===== src/rtl/fifo_arb_pkg.sv =====
// Shared types, default widths and the round-robin pick helper for the FIFO access arbiter.
package fifo_arb_pkg;

   typedef enum logic {
      OP_READ  = 1'b0,
      OP_WRITE = 1'b1
   } op_e;

   localparam int unsigned DATA_W_DEF = 8;
   localparam int unsigned CNT_W_DEF  = 16;
   localparam int unsigned MAX_WR     = 8;
   localparam int unsigned PTR_MAX_W  = 3;

   // One-hot grant: first request at or above ptr, wrapping at n.
   function automatic logic [MAX_WR-1:0] rr_pick(input logic [MAX_WR-1:0]    req,
                                                 input logic [PTR_MAX_W-1:0] ptr,
                                                 input int unsigned          n);
      logic [MAX_WR-1:0]    gnt;
      logic [PTR_MAX_W-1:0] idx;
      gnt = '0;
      for (int unsigned k = 0; k < MAX_WR; k++) begin
         idx = PTR_MAX_W'((32'(ptr) + k) % n);
         if ((k < n) && (gnt == '0) && req[idx]) gnt[idx] = 1'b1;
      end
      return gnt;
   endfunction

endpackage


===== src/rtl/fifo_access_arbiter_if.sv =====
// Producer/consumer side of the FIFO access arbiter: write ports and the read port.
interface fifo_access_arbiter_if #(
   parameter int unsigned NUM_WR = 4,
   parameter int unsigned DATA_W = 8
);
   logic [NUM_WR-1:0]        wr_valid;
   logic [NUM_WR*DATA_W-1:0] wr_data;
   logic [NUM_WR-1:0]        wr_ready;
   logic                     rd_req;
   logic                     rd_ready;
   logic [DATA_W-1:0]        rd_data;
   logic                     rd_data_valid;

   modport master (
      output wr_valid, wr_data, rd_req,
      input  wr_ready, rd_ready, rd_data, rd_data_valid
   );

   modport slave (
      input  wr_valid, wr_data, rd_req,
      output wr_ready, rd_ready, rd_data, rd_data_valid
   );
endinterface


===== src/rtl/fifo_access_arbiter_rr_arbiter.sv =====
// Round-robin writer selection; the pointer moves past a port only when its grant is used.
module rr_arbiter
   import fifo_arb_pkg::*;
#(
   parameter int unsigned NUM_WR = 4
) (
   input  logic              clk,
   input  logic              rst,
   input  logic [NUM_WR-1:0] req,
   input  logic              advance,
   output logic [NUM_WR-1:0] gnt
);
   localparam int unsigned PTR_W = $clog2(NUM_WR);

   logic [PTR_W-1:0] rr_ptr;
   logic [PTR_W-1:0] ptr_next;

   always_comb begin
      gnt      = NUM_WR'(rr_pick(MAX_WR'(req), PTR_MAX_W'(rr_ptr), NUM_WR));
      ptr_next = rr_ptr;
      for (int unsigned i = 0; i < NUM_WR; i++) begin
         if (gnt[i]) ptr_next = (i == NUM_WR - 1) ? '0 : PTR_W'(i + 1);
      end
   end

   always_ff @(posedge clk or posedge rst) begin
      if (rst)          rr_ptr <= '0;
      else if (advance) rr_ptr <= ptr_next;
   end

endmodule


===== src/rtl/fifo_access_arbiter.sv =====
// Shares one single-command FIFO between NUM_WR writers and one reader, with
// write/read alternation under contention and a fixed-latency read return path.
module fifo_access_arbiter
   import fifo_arb_pkg::*;
#(
   parameter int unsigned NUM_WR = 4,
   parameter int unsigned DATA_W = DATA_W_DEF,
   parameter int unsigned RD_LAT = 1,
   parameter int unsigned CNT_W  = CNT_W_DEF
) (
   input  logic                    clk,
   input  logic                    rst,
   fifo_access_arbiter_if.slave    bus,
   output logic                    fifo_en,
   output logic                    fifo_wr_rd,
   output logic [DATA_W-1:0]       fifo_d_in,
   input  logic [DATA_W-1:0]       fifo_d_out,
   input  logic                    fifo_full,
   input  logic                    fifo_empty,
   input  logic                    stat_clr,
   output logic [CNT_W-1:0]        wr_count,
   output logic [CNT_W-1:0]        rd_count
);
   localparam int unsigned LAST = RD_LAT - 1;

   logic              write_elig;
   logic              read_elig;
   logic              do_write;
   logic              do_read;
   logic [NUM_WR-1:0] gnt;
   op_e               last_op;
   op_e               last_op_next;
   logic [RD_LAT-1:0] rd_pipe;
   logic [DATA_W-1:0] rd_hold;

   rr_arbiter #(.NUM_WR(NUM_WR)) u_rr (
      .clk     (clk),
      .rst     (rst),
      .req     (bus.wr_valid),
      .advance (do_write),
      .gnt     (gnt)
   );

   // Operation select: a lone eligible side wins; under contention the side not served last wins.
   always_comb begin
      write_elig   = (|bus.wr_valid) & ~fifo_full;
      read_elig    = bus.rd_req & ~fifo_empty;
      do_write     = 1'b0;
      do_read      = 1'b0;
      last_op_next = last_op;
      if (write_elig && (!read_elig || (last_op == OP_READ))) begin
         do_write     = 1'b1;
         last_op_next = OP_WRITE;
      end else if (read_elig) begin
         do_read      = 1'b1;
         last_op_next = OP_READ;
      end
   end

   always_ff @(posedge clk or posedge rst) begin
      if (rst) last_op <= OP_READ;
      else     last_op <= last_op_next;
   end

   // FIFO command pins and handshakes follow the grant in the same cycle.
   always_comb begin
      bus.wr_ready = do_write ? gnt : '0;
      bus.rd_ready = do_read;
      fifo_en      = do_write | do_read;
      fifo_wr_rd   = do_write;
      fifo_d_in    = '0;
      for (int unsigned i = 0; i < NUM_WR; i++) begin
         if (do_write && gnt[i]) fifo_d_in = bus.wr_data[i*DATA_W +: DATA_W];
      end
   end

   // Read return pipe plus statistics; clear beats increment, counters stick at all-ones.
   always_ff @(posedge clk or posedge rst) begin
      if (rst) begin
         rd_pipe  <= '0;
         rd_hold  <= '0;
         wr_count <= '0;
         rd_count <= '0;
      end else begin
         rd_pipe <= RD_LAT'({rd_pipe, do_read});
         if (rd_pipe[LAST]) rd_hold <= fifo_d_out;
         if (stat_clr)                        wr_count <= '0;
         else if (do_write && (wr_count != '1)) wr_count <= wr_count + CNT_W'(1);
         if (stat_clr)                        rd_count <= '0;
         else if (do_read && (rd_count != '1))  rd_count <= rd_count + CNT_W'(1);
      end
   end

   // Data is presented in the valid cycle itself and held afterwards.
   assign bus.rd_data_valid = rd_pipe[LAST];
   assign bus.rd_data       = rd_pipe[LAST] ? fifo_d_out : rd_hold;

endmodule

===== src/flat_wrapper.sv =====
// flat-port wrapper written by rule: the top's interface ports become plain ports
module fifo_access_arbiter_flat import fifo_arb_pkg::*;
#(
   parameter int unsigned NUM_WR = 4,
   parameter int unsigned DATA_W = DATA_W_DEF,
   parameter int unsigned RD_LAT = 1,
   parameter int unsigned CNT_W  = CNT_W_DEF
)
  (clk, rst, fifo_en, fifo_wr_rd, fifo_d_in, fifo_d_out, fifo_full, fifo_empty, stat_clr, wr_count, rd_count, bus_wr_valid, bus_wr_data, bus_rd_req, bus_wr_ready, bus_rd_ready, bus_rd_data, bus_rd_data_valid);
  fifo_access_arbiter_if #(.NUM_WR(NUM_WR), .DATA_W(DATA_W)) bus_i ();
  input  logic clk;
  input  logic rst;
  output logic fifo_en;
  output logic fifo_wr_rd;
  output logic [DATA_W-1:0] fifo_d_in;
  input  logic [DATA_W-1:0] fifo_d_out;
  input  logic fifo_full;
  input  logic fifo_empty;
  input  logic stat_clr;
  output logic [CNT_W-1:0] wr_count;
  output logic [CNT_W-1:0] rd_count;
  input wire logic [$bits(bus_i.wr_valid)-1:0] bus_wr_valid;
  input wire logic [$bits(bus_i.wr_data)-1:0] bus_wr_data;
  input wire logic [$bits(bus_i.rd_req)-1:0] bus_rd_req;
  output wire logic [$bits(bus_i.wr_ready)-1:0] bus_wr_ready;
  output wire logic [$bits(bus_i.rd_ready)-1:0] bus_rd_ready;
  output wire logic [$bits(bus_i.rd_data)-1:0] bus_rd_data;
  output wire logic [$bits(bus_i.rd_data_valid)-1:0] bus_rd_data_valid;
  assign bus_i.wr_valid = bus_wr_valid;
  assign bus_i.wr_data = bus_wr_data;
  assign bus_i.rd_req = bus_rd_req;
  assign bus_wr_ready = bus_i.wr_ready;
  assign bus_rd_ready = bus_i.rd_ready;
  assign bus_rd_data = bus_i.rd_data;
  assign bus_rd_data_valid = bus_i.rd_data_valid;
  fifo_access_arbiter #(.NUM_WR(NUM_WR), .DATA_W(DATA_W), .RD_LAT(RD_LAT), .CNT_W(CNT_W)) u_core (.clk(clk), .rst(rst), .bus(bus_i), .fifo_en(fifo_en), .fifo_wr_rd(fifo_wr_rd), .fifo_d_in(fifo_d_in), .fifo_d_out(fifo_d_out), .fifo_full(fifo_full), .fifo_empty(fifo_empty), .stat_clr(stat_clr), .wr_count(wr_count), .rd_count(rd_count));
endmodule

===== config.mk =====
export PLATFORM = sky130hd
export DESIGN_NAME = fifo_access_arbiter_flat
export DESIGN_NICKNAME = d
export VERILOG_FILES = /design/src/rtl/fifo_arb_pkg.sv /design/src/rtl/fifo_access_arbiter_if.sv /design/src/rtl/fifo_access_arbiter_rr_arbiter.sv /design/src/rtl/fifo_access_arbiter.sv /design/src/flat_wrapper.sv
export SDC_FILE = /design/constraint.sdc
export NUM_CORES = 1
export LEC_CHECK = 0
export CAP_MARGIN = 40
export CORE_ASPECT_RATIO = 0.5
export CORE_MARGIN = 2
export CORE_UTILIZATION = 55
export CTS_CLUSTER_SIZE = 14
export DETAILED_ROUTE_END_ITERATION = 7
export DONT_BUFFER_PORTS = 1
export PLACE_DENSITY_LB_ADDON = 0.08
export SETUP_SLACK_MARGIN = 0.1
export SLEW_MARGIN = 20
export SYNTH_ARGS = -nofsm -noshare
export SYNTH_HDL_FRONTEND = slang
export SYNTH_SLANG_ARGS = --single-unit

===== constraint.sdc =====
create_clock -name clk -period 4.3 [get_ports clk]
set_input_delay 0.86 -clock clk [delete_from_list [all_inputs] [get_ports clk]]
set_output_delay 0.86 -clock clk [all_outputs]
set_load 0.01 [all_outputs]

After elaboration in Yosys (flattened, before gate mapping)
Index checks and enable logic that the tools add are counted.
Word-level totals
  register bits after elaboration: 44
  latch bits: 0
  memory bits (writable): 0
  memory bits (read-only): 0
  input bits: 50
  output and inout bits: 56
  word-level logic and storage cells: 94
  memories: 0
Operators by class
  $add $sub $neg: 5
  multiply operators: 0
  divide/modulo/power cells: 0
  order comparisons: 8
  equality and inequality tests: 2
  shift operators: 0
  multiplexer cells: 39
  bitwise operators: 9
  reductions and logical operators: 25
Operators by type and width (count)
  16-bit two-way mux: 4
  8-bit two-way mux: 7
  16-bit by 1-bit adder with 16-bit output, second input constant: 2
  16-bit inequality test, second input constant: 2
  8-bit logical NOT: 3
  2-bit by 4-bit < comparator with 1-bit output, second input constant: 4
  1-bit logical AND: 14
  1-bit two-way mux: 13
  4-bit two-way mux: 3
  1-bit binary-select mux with 2-bit select: 4
  1-bit demux with 2-bit select: 4
  2-bit by 1-bit greater-or-equal comparator with 1-bit output, second input constant: 4
  2-bit two-way mux: 4
  4-bit OR: 2
  8-bit by 4-bit OR with 8-bit output: 1
  2-bit nonzero test: 3
  2-bit adder, second input constant: 2
  4-bit nonzero test: 1
  4-bit OR reduction: 1
  1-bit inverter: 3
  2-bit by 1-bit adder with 2-bit output, second input constant: 1
  1-bit bitwise AND: 2
  2-bit AND reduction: 1
  1-bit logical NOT: 1
  2 further kinds: 2

Logic depth before layout (Yosys ltp)
  word-level depth: 19
  mapped depth: 11
  gate-level depth less buffers: 9

Hierarchy
A second synthesis with hierarchy kept.
Unflattened totals
  cell total of the unflattened synthesis: 346
  area total of the unflattened synthesis: 3141.8 um^2
By module, submodules not included
  fifo_access_arbiter: instances 1, cells each 271, area an instance 2493.6 um^2, sequential area each 1051.0 um^2
  rr_arbiter: instances 1, cells each 75, area an instance 648.1 um^2, sequential area each 50.0 um^2

Least setup slack after synthesis
Ideal clock, no wire load.
  path type: register to output
  start point: register u_core.u_rr.rr_ptr[1]
  end point: output port fifo_d_in[0]
  data arrival time: 3151 ps
  data required time: 3440 ps
  path slack: 289 ps
  stages on the path, launching flop included: 12
  cell sequence: dfrtp_1 clkbuf_1 inv_1 ha_1 mux4_2 a21boi_2 a22o_1 o21a_1 o22ai_4 buf_4 nor4_1 a311oi_1
On the way
  longest elaborated chain between the ends: 19
  elaborated cells between the ends (all ways): 52
  those cells by class: 3 x add/sub; 8 x order compare; 24 x mux; 3 x bitwise; 14 x reduce/logical
RTL lines
  from (decl): RTL line fifo_access_arbiter_rr_arbiter.sv:15  | logic [PTR_W-1:0] rr_ptr;
  from (signal assigned): RTL line fifo_access_arbiter_rr_arbiter.sv:28  | else if (advance) rr_ptr <= ptr_next;
  2-bit by 4-bit < comparator with 1-bit output (not written as such) / 2-bit by 1-bit greater-or-equal comparator with 1-bit output (equally long branches): RTL line fifo_arb_pkg.sv:23  | if ((k < n) && (gnt == '0) && req[idx]) gnt[idx] = 1'b1;
  1-bit logical AND (not written as such): RTL line fifo_arb_pkg.sv:23
  1-bit two-way mux (not written as such): RTL line fifo_arb_pkg.sv:23
  1-bit demux with 2-bit select: RTL line fifo_arb_pkg.sv:23
  4-bit two-way mux: RTL line fifo_arb_pkg.sv:23
  8-bit logical NOT: RTL line fifo_arb_pkg.sv:23
  1-bit logical AND: RTL line fifo_arb_pkg.sv:23
  8-bit two-way mux: RTL line fifo_arb_pkg.sv:23
  8-bit logical NOT: RTL line fifo_arb_pkg.sv:23
  1-bit logical AND: RTL line fifo_arb_pkg.sv:23
  8-bit two-way mux: RTL line fifo_arb_pkg.sv:23
  8-bit logical NOT: RTL line fifo_arb_pkg.sv:23
  1-bit logical AND: RTL line fifo_arb_pkg.sv:23
  4-bit two-way mux (*): RTL line fifo_arb_pkg.sv:23
  1-bit logical AND: RTL line fifo_access_arbiter.sv:73  | if (do_write && gnt[i]) fifo_d_in = bus.wr_data[i*DATA_W +: DATA_W];
  8-bit two-way mux (3 in a row): RTL line fifo_access_arbiter.sv:73
  8-bit two-way mux (*): RTL line fifo_access_arbiter.sv:73
  to (decl): RTL line flat_wrapper.sv:15  | output logic [DATA_W-1:0] fifo_d_in;
Mark *: on every way between the ends. The rest lies on a longest branch, timed or not. The select of a mux whose other input is x is not followed.

Final worst setup path
  start point: register u_core.u_rr.rr_ptr[0]
  end point: output port fifo_d_in[0]
Same word-level chain as after synthesis.

==> flow_summary.yaml <==
timing:
  tns_ps: 0
  slew_headroom_pct: 63.0
  worst_pin_slew_ps: 553
  finalClockSkew_ps: 3.06
  slew_viol_final: 0
  fmax_mhz: 242
  setup_violations: 0
  finalCritPeriodShare_pct: 96.1
  period_needed_ps: 4130
  rsz0062_at_grt: "false"
  final_hold_viol_count: 0
power:
  vdd_drop_max_uv: 593
  comb_power_share_pct: 69.5
  p_switching_mw: 1.15
  seqPwrFrac_pct: 18.0
  cellLeakagePower_nw: 1.44
  p_per_area_nw_per_um2: 721
  clockPowerShare_pct: 12.5
  p_int_mw: 1.45
  p_sw_share_pct: 44.2
global_route:
  grt_pass1_wl_mm: 11.7
  grtUsageTotal_pct: 23.5
  grt_pass1_vias: 2516
  grt_start_max_net_pins: 45
  antenna_found_initial: 0
  grt.overflow.total: 0
clocking:
  htree_levels: 2
  clockBufferDepth: 2
  cts_tree: "built"
  postCtsHoldBufs: 0
  clkTransAtPathRegs_ps: 80
  insertion_delay_ps: 300
  cts.root.buffer_cell: "clkbuf_8"
  cts_buffers: 5
  cts_sinks: 44
placement:
  portBuffers: 0
  dp_hpwl_mm: 5.02
  dp.cells: 383
  place_congestion: 0.884
run_status:
  status: "completed"
logic_synthesis:
  synth_area_leaders: "dfrtp_1 36%, xor2_1 4.3%, ha_1 4.1%"
  synth_adder_area_share_pct: 4.14
  syn_inst: 314
  synthMuxAreaShare_pct: 7.94
  yosysTopAreaCellShare_pct: 36.4
  async_reset_ff_share_pct: 100
  ys_seq_elements: 44
  synth_edf_count: 0
  synth.avg_cell_area_um2: 9.63
  synth_xor_area_share_pct: 6.37
  ys.flop_type: "dfrtp_1"
  netlist_area_um2: 3020
  ys_warn_count: 0
  ys_seq_area_share_pct: 36.4
  synth_top_family_by_area: "simple AND/OR/NAND/NOR gates"
  syn_nets: 374
  netlist-cell-type-count: 59
  synth-compound-area-share_pct: 19.7
  synth_top_area_cell: "dfrtp_1"
  yosys.area_share.simple_pct: 21.6
detailed_routing:
  drtIter0Drc: 205
  avgViaCountPerCell: 6.44
  vias: 2658
  wire_per_inst_um: 18.4
  drc_errors: 0
  drt_pass1_iterations: 4
  ant_nets: 0
  wirelength_mm: 7.59
critical_path:
  ff2ff_path_depth: 11
  cp.arrival_ps: 3270
  end_kind: "primary output"
  crit_fanout: 9
  required_ps: 3440
  start_kind: "register"
  crit_type: "register to primary output"
die:
  design.core.area_um2: 5400
  ioPinCount: 106
  die_w_um: 109
  initial_core_util_pct: 56.0
  die-area_um2: 6140
  std_cell_rows: 19
  die_h_um: 56.4
cells_and_area:
  antenna_cells: 0
  instances_no_fill: 413
  layout_common_cells: "44 x dfrtp_1, 30 x nor2_1, 27 x buf_4, 23 x nand3_1"
  syn2layout_area_growth_pct: 19.0
  final_common_cell: "dfrtp_1"
  drive_gt1_share_pct: 26.2
  nets: 399
  post-route-util_pct: 66.7
hold_path:
  hold_path_class: "register to register"
  min_delay_path_depth: 1
run:
  cap_violations: 0
[worst paths after layout]
| path | start | endpoint | slack, ps |
|---|---|---|---|
| min | u_core.last_op | u_core.last_op | 520 |
| max reg2reg | u_core.u_rr.rr_ptr[0] | u_core.u_rr.rr_ptr[1] | 1260 |
| min in group asynchronous | rst | u_core.rd_count[5] | 560 |
| min reg2reg | u_core.last_op | u_core.last_op | 520 |
| max in group asynchronous | rst | u_core.rd_count[11] | 3370 |
| max | u_core.u_rr.rr_ptr[0] | fifo_d_in[0] | 170 |
[metrics by stage]
stage               cell area, um2  power, mW  setup WS [ps]  hold slack [ps]
CTS                           3300       2.16            129              518
detailed placement            3110       1.73            280              498
floorplan                     3020       1.50            289              464
global route                  3600       2.74           23.0              543
global placement              3110       1.69            338              478
finish                        3600       2.59            166              518
[synth_stat cells (all sizes together) (6+ instances only)]
master,count
clkbuf,8
nor4,10
o21ai,16
xor2,15
mux2,8
buf,6
xnor2,7
a21oi,12
or3,8
a311oi,8
nand2,15
mux2i,6
ha,10
nand3,23
nand4,9
inv,11
nor2,30
nor2b,8
dfrtp,44
[registers in the layout, summed over array words and instances, names as in the netlist]
name / cells
u_core.wr_count: 16
u_core.rd_count: 16
u_core.rd_hold: 8
u_core.last_op: 1
u_core.bus.rd_data_valid: 1
u_core.u_rr.rr_ptr: 2
[power by group through the flow]
stage / combinational (mW) / sequential (mW) / clock (mW)
6_report: 1.80 / 0.467 / 0.323
2_1_floorplan: 1.03 / 0.472 / 0
5_1_grt: 1.92 / 0.471 / 0.351
4_1_cts: 1.36 / 0.462 / 0.333
3_5_place_dp: 1.26 / 0.470 / 0
3_3_place_gp: 1.22 / 0.468 / 0
[critical path, stage by stage, from the launching register on]
cell and delay, ps:
dfrtp_1 410, inv_4 70, ha_4 300, mux4_2 540
a21boi_4 190, a22o_1 200, o311ai_1 410, and2_4 290
nand3_1 100, a311oi_2 300, buf_4 170
[layer usage]
metal / part of all wire, % / vias to the layer above / track usage, %
met2: 50 / 84 / 40.5
met1: 42 / 1321 / 30.1
met4: 1.4 / 0 / 4.40
met3: 5.9 / 11 / 6.27
li1: - / 1242 / -
met5: 0 / - / 0
[area by class of cell]
| cell class | count | area [um2] |
|---|---|---|
| clock buffer | 5 | 68.8 |
| clock inverter | 3 | 46.3 |
| multi-input combinational | 246 | 1980 |
| fill | 432 | 1800 |
| timing repair buffer | 31 | 265 |
| tap | 73 | 91.3 |
| sequential | 44 | 1100 |
| inverter | 11 | 43.8 |
[cell families (layout without fill, tap and decap cells)]
group | after synthesis | count (layout)
buf+inv | 25 | 50
compound gates | 74 | 75
simple gates | 121 | 121
xor+xnor | 22 | 22
mux | 18 | 18
fa+ha+maj | 10 | 10
flops | 44 | 44
[what timing repair did]
item,in CTS,in global routing
cloned,0,1
endpoints found under the setup margin,8,8
setup buffers,2,19
gates resized for setup,8,28
pin swaps,2,10
(Power assumes the default switching activity.)
